===== src/rtl/axis_router_pkg.sv =====
// Shared types and sizing helpers for the AXI-stream packet router blocks.
package axis_router_pkg;

   typedef enum logic [1:0] {
      HEAD,
      BODY,
      DROP
   } demux_state_t;

   localparam int DROP_CNT_W = 16;

   // Index width for a port count; a lone port still needs one bit.
   function automatic int port_idx_w(input int num_ports);
      return (num_ports < 2) ? 1 : $clog2(num_ports);
   endfunction

endpackage


===== src/rtl/axis_packet_demux.sv =====
// Steers each AXI-stream packet to the master port named in its header beat; out-of-range packets are dropped.
// Optional AXIS_DEMUX_DROP_COUNT_EN adds a saturating 16-bit dropped-packet counter on port drop_count.
module axis_packet_demux
   import axis_router_pkg::*;
#(
   parameter int TDATA_WIDTH = 32,
   parameter int NUM_PORTS   = 4,
   parameter int DEST_LSB    = 0,
   parameter int DEST_WIDTH  = 4
) (
   input  logic                   clk,
   input  logic                   reset,
   input  logic [TDATA_WIDTH-1:0] s_axis_tdata,
   input  logic                   s_axis_tlast,
   input  logic                   s_axis_tvalid,
   output logic                   s_axis_tready,
   output logic [TDATA_WIDTH-1:0] m_axis_tdata,
   output logic                   m_axis_tlast,
   output logic [NUM_PORTS-1:0]   m_axis_tvalid,
   input  logic [NUM_PORTS-1:0]   m_axis_tready
`ifdef AXIS_DEMUX_DROP_COUNT_EN
   ,output logic [DROP_CNT_W-1:0] drop_count
`endif
);

   localparam int PORT_IDX_W = port_idx_w(NUM_PORTS);

   demux_state_t r_state, w_state_next;

   logic [PORT_IDX_W-1:0]  r_out_port, r_cur_port, w_load_port, w_dest_port;
   logic [NUM_PORTS-1:0]   r_valid, w_onehot;
   logic [TDATA_WIDTH-1:0] r_tdata;
   logic                   r_tlast;
   logic [DEST_WIDTH-1:0]  w_dest;
   logic                   w_dest_ok, w_out_free, w_rdy, w_accept, w_load;

   assign w_dest      = s_axis_tdata[DEST_LSB +: DEST_WIDTH];
   assign w_dest_ok   = (32'(w_dest) < NUM_PORTS);
   assign w_dest_port = PORT_IDX_W'(w_dest);

   // The output register is free when empty or when its current beat drains this cycle.
   assign w_out_free    = ~(|r_valid) | m_axis_tready[r_out_port];
   assign w_rdy         = (r_state == DROP) | w_out_free;
   assign s_axis_tready = ~reset & w_rdy;
   assign w_accept      = s_axis_tvalid & s_axis_tready;

   generate
      for (genvar gi = 0; gi < NUM_PORTS; gi++) begin : g_onehot
         assign w_onehot[gi] = (w_load_port == PORT_IDX_W'(gi));
      end
   endgenerate

   always_ff @(posedge clk or posedge reset) begin
      if (reset) r_state <= HEAD;
      else       r_state <= w_state_next;
   end

   always_comb begin
      w_state_next = r_state;
      w_load       = 1'b0;
      w_load_port  = r_cur_port;
      case (r_state)
         HEAD: begin
            if (w_accept) begin
               if (w_dest_ok) begin
                  w_load      = 1'b1;
                  w_load_port = w_dest_port;
                  if (!s_axis_tlast) w_state_next = BODY;
               end else if (!s_axis_tlast) begin
                  w_state_next = DROP;
               end
            end
         end
         BODY: begin
            if (w_accept) begin
               w_load = 1'b1;
               if (s_axis_tlast) w_state_next = HEAD;
            end
         end
         DROP: begin
            if (w_accept && s_axis_tlast) w_state_next = HEAD;
         end
         default: w_state_next = HEAD;
      endcase
   end

   always_ff @(posedge clk or posedge reset) begin
      if (reset) begin
         r_valid    <= '0;
         r_out_port <= '0;
         r_cur_port <= '0;
      end else if (w_load) begin
         r_valid    <= w_onehot;
         r_out_port <= w_load_port;
         r_cur_port <= w_load_port;
      end else if (w_out_free) begin
         r_valid <= '0;
      end
   end

   // Payload carries no reset: it is only observed qualified by r_valid.
   always_ff @(posedge clk) begin
      if (w_load) begin
         r_tdata <= s_axis_tdata;
         r_tlast <= s_axis_tlast;
      end
   end

   assign m_axis_tdata  = r_tdata;
   assign m_axis_tlast  = r_tlast;
   assign m_axis_tvalid = r_valid;

`ifdef AXIS_DEMUX_DROP_COUNT_EN
   logic [DROP_CNT_W-1:0] r_drop_count;
   logic                  w_drop_hdr;

   assign w_drop_hdr = w_accept & (r_state == HEAD) & ~w_dest_ok;

   always_ff @(posedge clk or posedge reset) begin
      if (reset)                                  r_drop_count <= '0;
      else if (w_drop_hdr && r_drop_count != '1) r_drop_count <= r_drop_count + 1'b1;
   end

   assign drop_count = r_drop_count;
`endif

endmodule


===== config.mk =====
export PLATFORM = sky130hd
export DESIGN_NAME = axis_packet_demux
export DESIGN_NICKNAME = d
export VERILOG_FILES = /design/src/rtl/axis_router_pkg.sv /design/src/rtl/axis_packet_demux.sv
export SDC_FILE = /design/constraint.sdc
export NUM_CORES = 1
export LEC_CHECK = 0
export CORE_MARGIN = 2
export CORE_UTILIZATION = 41
export CTS_CLUSTER_DIAMETER = 120
export CTS_CLUSTER_SIZE = 28
export DETAILED_ROUTE_END_ITERATION = 6
export PLACE_DENSITY = 0.88
export SYNTH_ARGS = -nofsm -noshare
export SYNTH_HDL_FRONTEND = slang
export SYNTH_SLANG_ARGS = --single-unit

===== constraint.sdc =====
create_clock -name clk -period 8.8 [get_ports clk]
set_input_delay 1.76 -clock clk [delete_from_list [all_inputs] [get_ports clk]]
set_output_delay 1.76 -clock clk [all_outputs]
set_load 0.01 [all_outputs]

==> results of run 1 <==
-- layer usage --
layer / GRT usage [%] / vias up
met2: 30.0 / 84
li1: - / 471
met1: 22.0 / 493
met4: 4.35 / 0
met3: 7.50 / 6
met5: 0 / -
-- worst paths after layout --
check	endpoint	slack [ns]	from	depth (start not counted)
setup / recovery	s_axis_tready	3.36	m_axis_tready[3]	5
hold / removal	r_state[1]$_DFFE_PP0P_	0.55	r_state[0]$_DFFE_PP0P_	1
setup reg to reg	m_axis_tdata[21]$_DFFE_PP_	6.13	m_axis_tvalid[1]$_DFFE_PP0P_	4
hold reg to reg	r_state[1]$_DFFE_PP0P_	0.55	r_state[0]$_DFFE_PP0P_	1
max in group asynchronous	m_axis_tvalid[1]$_DFFE_PP0P_	6.85	reset	2
min in group asynchronous	r_state[0]$_DFFE_PP0P_	1.72	reset	2
-- stage by stage --
step	setup WS, ns	hold WS [ns]	area [sq um]	std cells	power, mW
after global placement	3.43	0.497	2300	200	0.298
after floorplan	3.53	0.479	1460	76	0.265
after detailed placement	3.37	0.523	2300	200	0.303
after global routing	3.27	0.574	2350	208	0.401
after CTS	3.37	0.548	2350	208	0.388
final	3.36	0.553	2350	208	0.386
-- area by class of cell --
cell class                      instances  area, sq um  area share, %
Sequential cell                        41         1190           50.7
Inverter                                6         22.5          0.959
Clock inverter                          3         12.5          0.533
Timing Repair Buffer                   78          778           33.2
Clock buffer                            5         37.5           1.60
Tap cell                               46         57.6           2.45
Multi-Input combinational cell         29          248           10.6
-- power by group --
part           switching [mW]  internal [mW]  leakage (nW)
registers              0.0108          0.221         0.405
clock network          0.0569         0.0289        0.0300
logic                  0.0318         0.0361         0.398
-- cell families (layout without fill, tap and decap cells) --
group / Yosys count / in the layout / synth area share, %
AO/OA/AOI/OAI: 15 / 15 / 9.19
buffers and inverters: 6 / 92 / 1.55
flip-flops: 41 / 41 / 81.8
multiplexers: 2 / 2 / 2.23
AND/OR/NAND/NOR: 12 / 12 / 5.24
-- Yosys cell counts --
library cell and number:
a211oi_1 2, a21oi_1 2, a22o_1 2, dfrtp_1 8, edfxtp_1 33, inv_1 5
inv_2 1, mux2i_1 1, mux4_2 1, nand2_1 1, nand3_1 1, nor2_1 4
nor2b_1 3, nor3_1 1, nor3b_1 1, nor4_4 1, o2111ai_1 2, o2111ai_4 1
o21a_2 1, o21ai_0 1, o2bb2ai_1 2, o31a_1 1, o31ai_1 1
-- critical path, delay by kind of cell --
kind	cells	cell delay, ns
simple gates	2	0.44
buf+inv	2	0.90
mux	1	0.58
-- sequential cells by signal (all words and copies together), names as in the netlist --
signal and cells:
m_axis_tdata 32, m_axis_tvalid 4, r_cur_port 2, r_state 2, m_axis_tlast 1
==> impl_results.md, run 1 <==
* Die Width at 63.6 um
* Critical path fanouts, max at 6
* Most common cell on crit path: clkdlybuf4s50_1
* Routed wire per std cell at 17.0 um
* Highest metal used: met4
* Ratio of cells with drive above 1 in the final layout at 8.02%
* Gpl congestion at between 0.7 and 0.8
* Arrival time worst endpoint at 3.68 ns
* Top cells by area, synth: edfxtp_1 (68%), dfrtp_1 (14%), o2111ai_4 (1.8%)
* Vias post-DR at 1054
* Starting Density at 43.3%
* Post-synthesis sequential area ratio at 81.8%
* CTS Hold Buffers Added at 0
* Most frequent cells in the layout: clkdlybuf4s50_1 (77), edfxtp_1 (33), dfrtp_1 (8), inv_1 (5), clkbuf_4 (5)
* Post-CTS Setup Repair Bufs at 0
* Hold Path Class: flop to flop
* Clock Skews at around 0.012 ns
* Yosys Warn Count at 0
* Die H at 63.6 um
* Post-Syn Nets at 116
* Slew @ Worst Pin at roughly 0.99 ns
* Area delta synth->final at 61.2%
* Post-route ant nets at 0
* Final nets at 201
* Tcrit/Tclk final at between 60% and 70%
* Setup Crit Path Kind: input port to output port
* Via density at 5.07
* WL final at 3530 um
* Cell taking the most area after synthesis: edfxtp_1
* First-pass GRT wire length at 5390 um
* Lkg Pwr at between 0.8 and 0.9 nW
* Post-Synthesis Cells at 76
* Tmin final at 5.44 ns
* Setup TNS at 0 ns
* Router iterations before antenna repair at 4
* Final setup vio count at 0
* RSZ-0062 raised after global routing: no
* Total gr overflow at 0
* Commonest non-fill, non-tap cell in the layout: clkdlybuf4s50_1
* Utilization after layout at between 60 and 70%
* Num CTS Buffers at 5
* Synth Area per Inst at 19.2 sq um
* CTS tree: done
* Routed wl met3 at about 380 um
* Clock-pin slew on the worst setup and hold paths at 0.11 ns
* Slew HR at 34.0%
* Starting DRT DRC Count at 43
* Metal2 WL at 1670 um
* Required @ worst endpoint at slightly above 7 ns
* Critical Path Source Type: input port
* Power per cell area at 164 mW/mm^2
* Die area at 0.00404 sq mm
* Clock sink count at just over 40
* Global Route Usage Sum at 18.1%
* Max Cap Viol at 0
* Yosys cell types at 23
* Number of synthesized register bits at 41
* Synth top area share at roughly two thirds
* Port bufs at 77
* Met1 wire length at approximately 1400 um
* Vias in the first global route at 1031
* Top Ports at 78
* Fmax at 0.184 GHz
* Largest net degree at the start of global routing at 22
* Area of the core at 0.00336 sq mm
* FP Rows at 21
* Max-slew violation count at 0
* Clk_lat worst skew at 0.34 ns
* CTS H-Tree Depth at 2
* Final hold violation count at 0
* Hpwl dp at 2700 um
* Fill count at 238
* Critical Path, Cell by Cell: clkdlybuf4s50_1 -> mux4_2 -> nor3_1 -> nor2_1 -> clkdlybuf4s50_1
* Max incr delay on CP at 0.58 ns
* Post_cts resized at 0
* Max clock buf depth at 2
* Crit end category: output port
* Crit-path slowest cell: mux4_2
* Root Driver: clkbuf_4
* Peak VDD IR at 0.110 mV
* Initial antenna violation count at 0
* Mapped Area at 0.00146 sq mm
* Status: finished, final reports clean
* DRC Markers at 0
* Diodes inserted at 0
No activity file was read; power rests on OpenSTA's default activity.
==> inputs of run 2 (changes only) <==
Settings changed: CORE_UTILIZATION 41 to 38, PLACE_DENSITY 0.88 to 0.82.
Clock period 8.8 ns to 5.1 ns, I/O delays scaled along.
==> run 2 against run 1 <==
Clock power rose to 2.8 times the previous value. Wire length fell by 8.8%. Worst setup slack worse by 2.2 ns. Clock-buffer cell count did not move. Combinational power is 69% higher. Critical path depth unchanged. Sequential share of layout area decreased by 1.3 points. Worst hold slack worse by 0.019 ns. Critical endpoint unchanged.
==> impl_results.md, run 2 (synthesis results as in run 1) <==
* Critical path fanouts, max at 6
* Final nets at 202
* Global Route Usage Sum at between 15 and 20%
* Post_cts resized at 0
* CTS H-Tree Depth at 2
* FF-to-FF Start: r_cur_port[0]$_DFFE_PP0P_
* Via density at 4.80
* Status: finished, final reports clean
* Critical Path, Cell by Cell: clkdlybuf4s50_1 -> mux4_2 -> nor3_1 -> nor2_1 -> clkdlybuf4s50_1
* Post-route ant nets at 0
* FP Rows at 22
* Peak VDD IR at 0.232 mV
* Initial antenna violation count at 0
* Post-CTS Setup Repair Bufs at 0
* Die area at 0.00434 sq mm
* Crit-path slowest cell: mux4_2
* Switch share at between 20% and 30%
* Final setup vio count at 0
* CTS Hold Buffers Added at 0
* RSZ-0062 raised after global routing: no
* First-pass GRT wire length at 5040 um
* Most frequent cells in the layout: clkdlybuf4s50_1 (77), edfxtp_1 (33), dfrtp_1 (8), inv_1 (5), clkbuf_8 (5)
* Die Width at approximately 66 um
* Critical Path Sink: s_axis_tready
* Worst setup path startpoint: m_axis_tready[3]
* Top Ports at 78
* Starting DRT DRC Count at 45
* CP top delay family: buffers and inverters
* Utilization after layout at between 60% and 70%
* Tmin final at slightly below 4 ns
* Clock Skews at 0.00355 ns
* Max Cap Viol at 0
* Hpwl dp at ~2500 um
* Setup TNS at 0 ns
* Combinational power share at 15.2%
* Arrival time worst endpoint at about 2.9 ns
* Max reg flops at 32
* Critical Path Source Type: input port
* Post-layout worst setup margin at about 1.2 ns
* Crit end category: output port
* WL final at 3210 um
* Diodes inserted at 0
* Area delta synth->final at 65.5%
* Slew @ Worst Pin at approximately 0.51 ns
* Max incr delay on CP at 0.57 ns
* Max-slew violation count at 0
* Num CTS Buffers at 5
* Critical R2R Capture: m_axis_tvalid[1]$_DFFE_PP0P_
* CTS tree: done
* Slew HR at 65.9%
* Starting Density at 39.8%
* Port bufs at 77
* Sw Pwr at 168 uW
* Final hold violation count at 0
* Power per cell area at between 300 and 400 mW/mm^2
* Crit path buf inv count at 2
* Clock share of power at about a third
* Max clock buf depth at 2
* Routed wire per std cell at ~15 um
* Required @ worst endpoint at ~4.1 ns
* Root Driver: clkbuf_8
* Die H at 65.9 um
* P_int at 587 uW
* Fmax at ~0.25 GHz
* Hold path cells at 1
* Hold Path Class: flop to flop
* Clock-pin slew on the worst setup and hold paths at 0.07 ns
* Ratio of cells with drive above 1 in the final layout at 9.26%
* Largest net degree at the start of global routing at 18
* Clk_lat worst skew at around 0.28 ns
* Most common cell on crit path: clkdlybuf4s50_1
* Post-Place Worst Slack at 1.15 ns
* Tcrit/Tclk final at roughly 77%
* Gpl congestion at between 0.8 and 0.9
* Vias in the first global route at 1036
* Router iterations before antenna repair at 2
* Area of the core at 0.00366 sq mm
* Seq pwr share at 52.7%
* Setup Crit Path Kind: input port to output port
* Total gr overflow at 0
* Reg2reg setup slack at 3.16 ns
* Vias post-DR at 1009
* Critical Path Stages at 5
* Commonest non-fill, non-tap cell in the layout: clkdlybuf4s50_1
* Clock sink count at 41
* DRC Markers at 0
* Worst R2R Path Depth at 5
* Lkg Pwr at 0.862 nW
## run 2: worst min path at each step
stage | startpoint | end | slack [ns]
6_report | r_state[0]$_DFFE_PP0P_ | r_state[1]$_DFFE_PP0P_ | 0.53
5_1_grt | r_state[0]$_DFFE_PP0P_ | r_state[1]$_DFFE_PP0P_ | 0.58
4_1_cts | r_state[0]$_DFFE_PP0P_ | r_state[1]$_DFFE_PP0P_ | 0.53
3_5_place_dp | r_state[0]$_DFFE_PP0P_ | r_state[1]$_DFFE_PP0P_ | 0.52
3_3_place_gp | r_state[0]$_DFFE_PP0P_ | r_state[1]$_DFFE_PP0P_ | 0.50
2_1_floorplan | r_state[1]$_DFFE_PP0P_ | r_state[0]$_DFFE_PP0P_ | 0.48
## run 2: area by class of cell
type | instances | area [sq um]
clock buffer | 5 | 68.8
clock inverter | 2 | 35.0
fill | 269 | 1250
inverter | 6 | 22.5
multi-input combinational | 29 | 248
sequential | 41 | 1190
tap | 48 | 60.1
timing repair buffer | 79 | 786
## run 2: power by group through the flow
stage                     sequential, mW  combinational (mW)  clock [mW]
after CTS                          0.398               0.116       0.252
after global placement             0.403               0.111           0
after detailed placement           0.406               0.116           0
final                              0.398               0.115       0.243
after floorplan                    0.407              0.0508           0
after global routing               0.401               0.125       0.266
## run 2: per-stage QoR
stage	total power, mW	instances	hold slack [ns]	instance area [sq um]
6_report	0.755	210	0.534	2410
5_1_grt	0.792	210	0.577	2410
4_1_cts	0.766	210	0.534	2410
3_5_place_dp	0.521	203	0.523	2310
3_3_place_gp	0.515	203	0.500	2310
2_1_floorplan	0.458	76	0.479	1460
## run 2: worst reg2reg max path: stages, from the launching register on
cell	delay, ns
dfrtp_1	0.37
mux4_2	0.60
o2111ai_4	0.26
mux2i_1	0.33
inv_2	0.08
a22o_1	0.19
## run 2: per-layer routing
layer	share of wire (%)	vias up	GRT usage [%]
met1	39	477	18.8
li1	-	466	-
met5	0	-	0
met2	49	60	27.0
met4	1.3	0	6.25
met3	11	6	5.62
==> RTL change: new RTL, flow settings as in run 2 <==
`NUM_PORTS`: 4 -> 2.
--- a/src/rtl/axis_packet_demux.sv
+++ b/src/rtl/axis_packet_demux.sv
@@ -5,5 +5,5 @@
 #(
    parameter int TDATA_WIDTH = 32,
-   parameter int NUM_PORTS   = 4,
+   parameter int NUM_PORTS   = 2,
    parameter int DEST_LSB    = 0,
    parameter int DEST_WIDTH  = 4
Ports: changed (resized m_axis_tready and m_axis_tvalid); port bits go from 78 to 74. The function was not compared with the original's and may differ.
==> RTL change against run 2 <==
Synthesized area shrank 11%; wire length shrank 9.6%; worst hold slack lost 8.2 ps; cell area shrank 11%; non-clock buffer count shrank 6; sequential cell count shrank 3; power shrank 26%; worst setup slack gained 510 ps; critical path type unchanged.
==> RTL change: results (changes against run 2) <==
INFO  metric status = complete, no violations (unchanged)
INFO  metric detailroute.via_count = 859 (was 1009)
INFO  metric inverters = 4 (was 6)
INFO  metric drt_first_iter_violations = 22 (was 45)
INFO  metric mappedNetlistNets = 100 (was 116)
INFO  metric final-clk-cell-share = 2.281% (was 4.307%)
INFO  metric min_from = m_axis_tvalid[0] (was r_state[0])
INFO  metric io_buffers = 73 (was 77)
INFO  metric final.hold.worst_slack = 525.3 ps (was 533.5 ps)
INFO  metric hold_end = m_axis_tvalid[0] (was r_state[1])
INFO  metric finish.net_count = 180 (was 202)
INFO  metric multi_input_area_share = 8.012% (was 10.28%)
INFO  metric worstSetupStartpoint = m_axis_tready[0] (was m_axis_tready[3])
INFO  metric synth.yosys.seq_area_share = 85.69% (was 81.79%)
INFO  metric signal_buffer_area_fraction = 34.15% (was 32.59%)
INFO  metric synth-async-reset-ratio = 13.16% (was 19.51%)
INFO  metric preCtsSetupSlack = 1659 ps (was 1147 ps)
INFO  metric fin_skew = 5.788 ps (was 3.546 ps)
INFO  metric reg2reg_setup_slack = 2590 ps (was 3160 ps)
INFO  metric layout.sequential_cells = 38 (was 41)
INFO  metric post_cts_clock_slew_at_the_launch_and_capture_registers_of_the_worst_setup_and_hold_paths = 100 ps (was 70 ps)
INFO  metric drt_wl_total = 2904 um (was 3214 um)
INFO  metric instances_no_fill = 189 (was 210)
INFO  metric stdcell_area = 0.002140 mm^2 (was 0.002411 mm^2)
INFO  metric post_synth_main_area_contributors = edfxtp_1, dfrtp_1, a311oi_4, a21oi_1, a211oi_1 (was edfxtp_1, dfrtp_1, o2111ai_4, mux4_2, nor4_4)
INFO  metric dpl_cell_area = 0.002091 mm^2 (was 0.002307 mm^2)
INFO  metric drive_above_1_share = 8.392% (was 9.259%)
INFO  metric grt_start_max_net_pins = 35 (was 18)
INFO  metric worst_margin_pin_slew = 1218 ps (was 510.8 ps)
INFO  metric hpwlAfterDp = 2271 um (was 2501 um)
INFO  metric fillCellCount = 234 (was 269)
INFO  metric gr-usage-all-layers = 16.29% (was 16.06%)
INFO  metric area_delta_synth_final = 64.27% (was 65.55%)
INFO  metric flip_flop_and_latch_share_of_the_layout_cell_area = 52.16% (was 49.40%)
INFO  metric static-leakage-power = 0.7457 nW (was 0.8624 nW)
INFO  metric multi_input_gates = 20 (was 29)
INFO  metric grt_pass1_wl = 4540 um (was 5037 um)
INFO  metric placedCellCount = 181 (was 203)
INFO  metric drt_pre_antenna_iters = 4 (was 2)
INFO  metric worst_r2r_endpoint = m_axis_tdata[7] (was m_axis_tvalid[1])
INFO  metric holdPathStages = 2 (was 1)
INFO  metric post-route-period-util = 67.49% (was 77.41%)
INFO  metric power.ir.vdd_worst = 107.1 uV (was 231.6 uV)
INFO  metric yosysUniqueCellTypes = 19 (was 23)
INFO  metric place.gp.congestion = 0.7061 (was 0.8058)
-- RTL change: cell types whose count changed after synthesis, sizes merged, moves of 2 or more --
cell	delta
mux2	+2
dfrtp	-3
nand2	+2
o2bb2ai	-2
inv	-2
nor2b	-3
o2111ai	-3
nor2	-4
-- RTL change: power breakdown --
group	internal (mW)	switching (mW)
clock network	0.0549	0.0882
registers	0.345	0.00698
logic	0.0415	0.0205
-- RTL change: per-layer routing --
metal,global-route usage [%],vias to the layer above,share of wire [%]
li1,-,396,-
met1,17.99,401,41
met2,26.48,57,47
met3,8.468,5,10
met4,6.667,0,1.8
met5,0,-,0
-- RTL change: cell families after synthesis --
family | share of synthesized area [%]
and+or+nand+nor | 4.227
DFF | 85.69
muxes | 3.073
buffers and inverters | 1.152
AOI/OAI and AO/OA | 5.860
-- RTL change: worst max-delay path, cell delays in order --
cell             delay (ps)
clkdlybuf4s50_1         420
mux2i_2                 320
a31oi_1                 160
clkdlybuf4s50_1         510
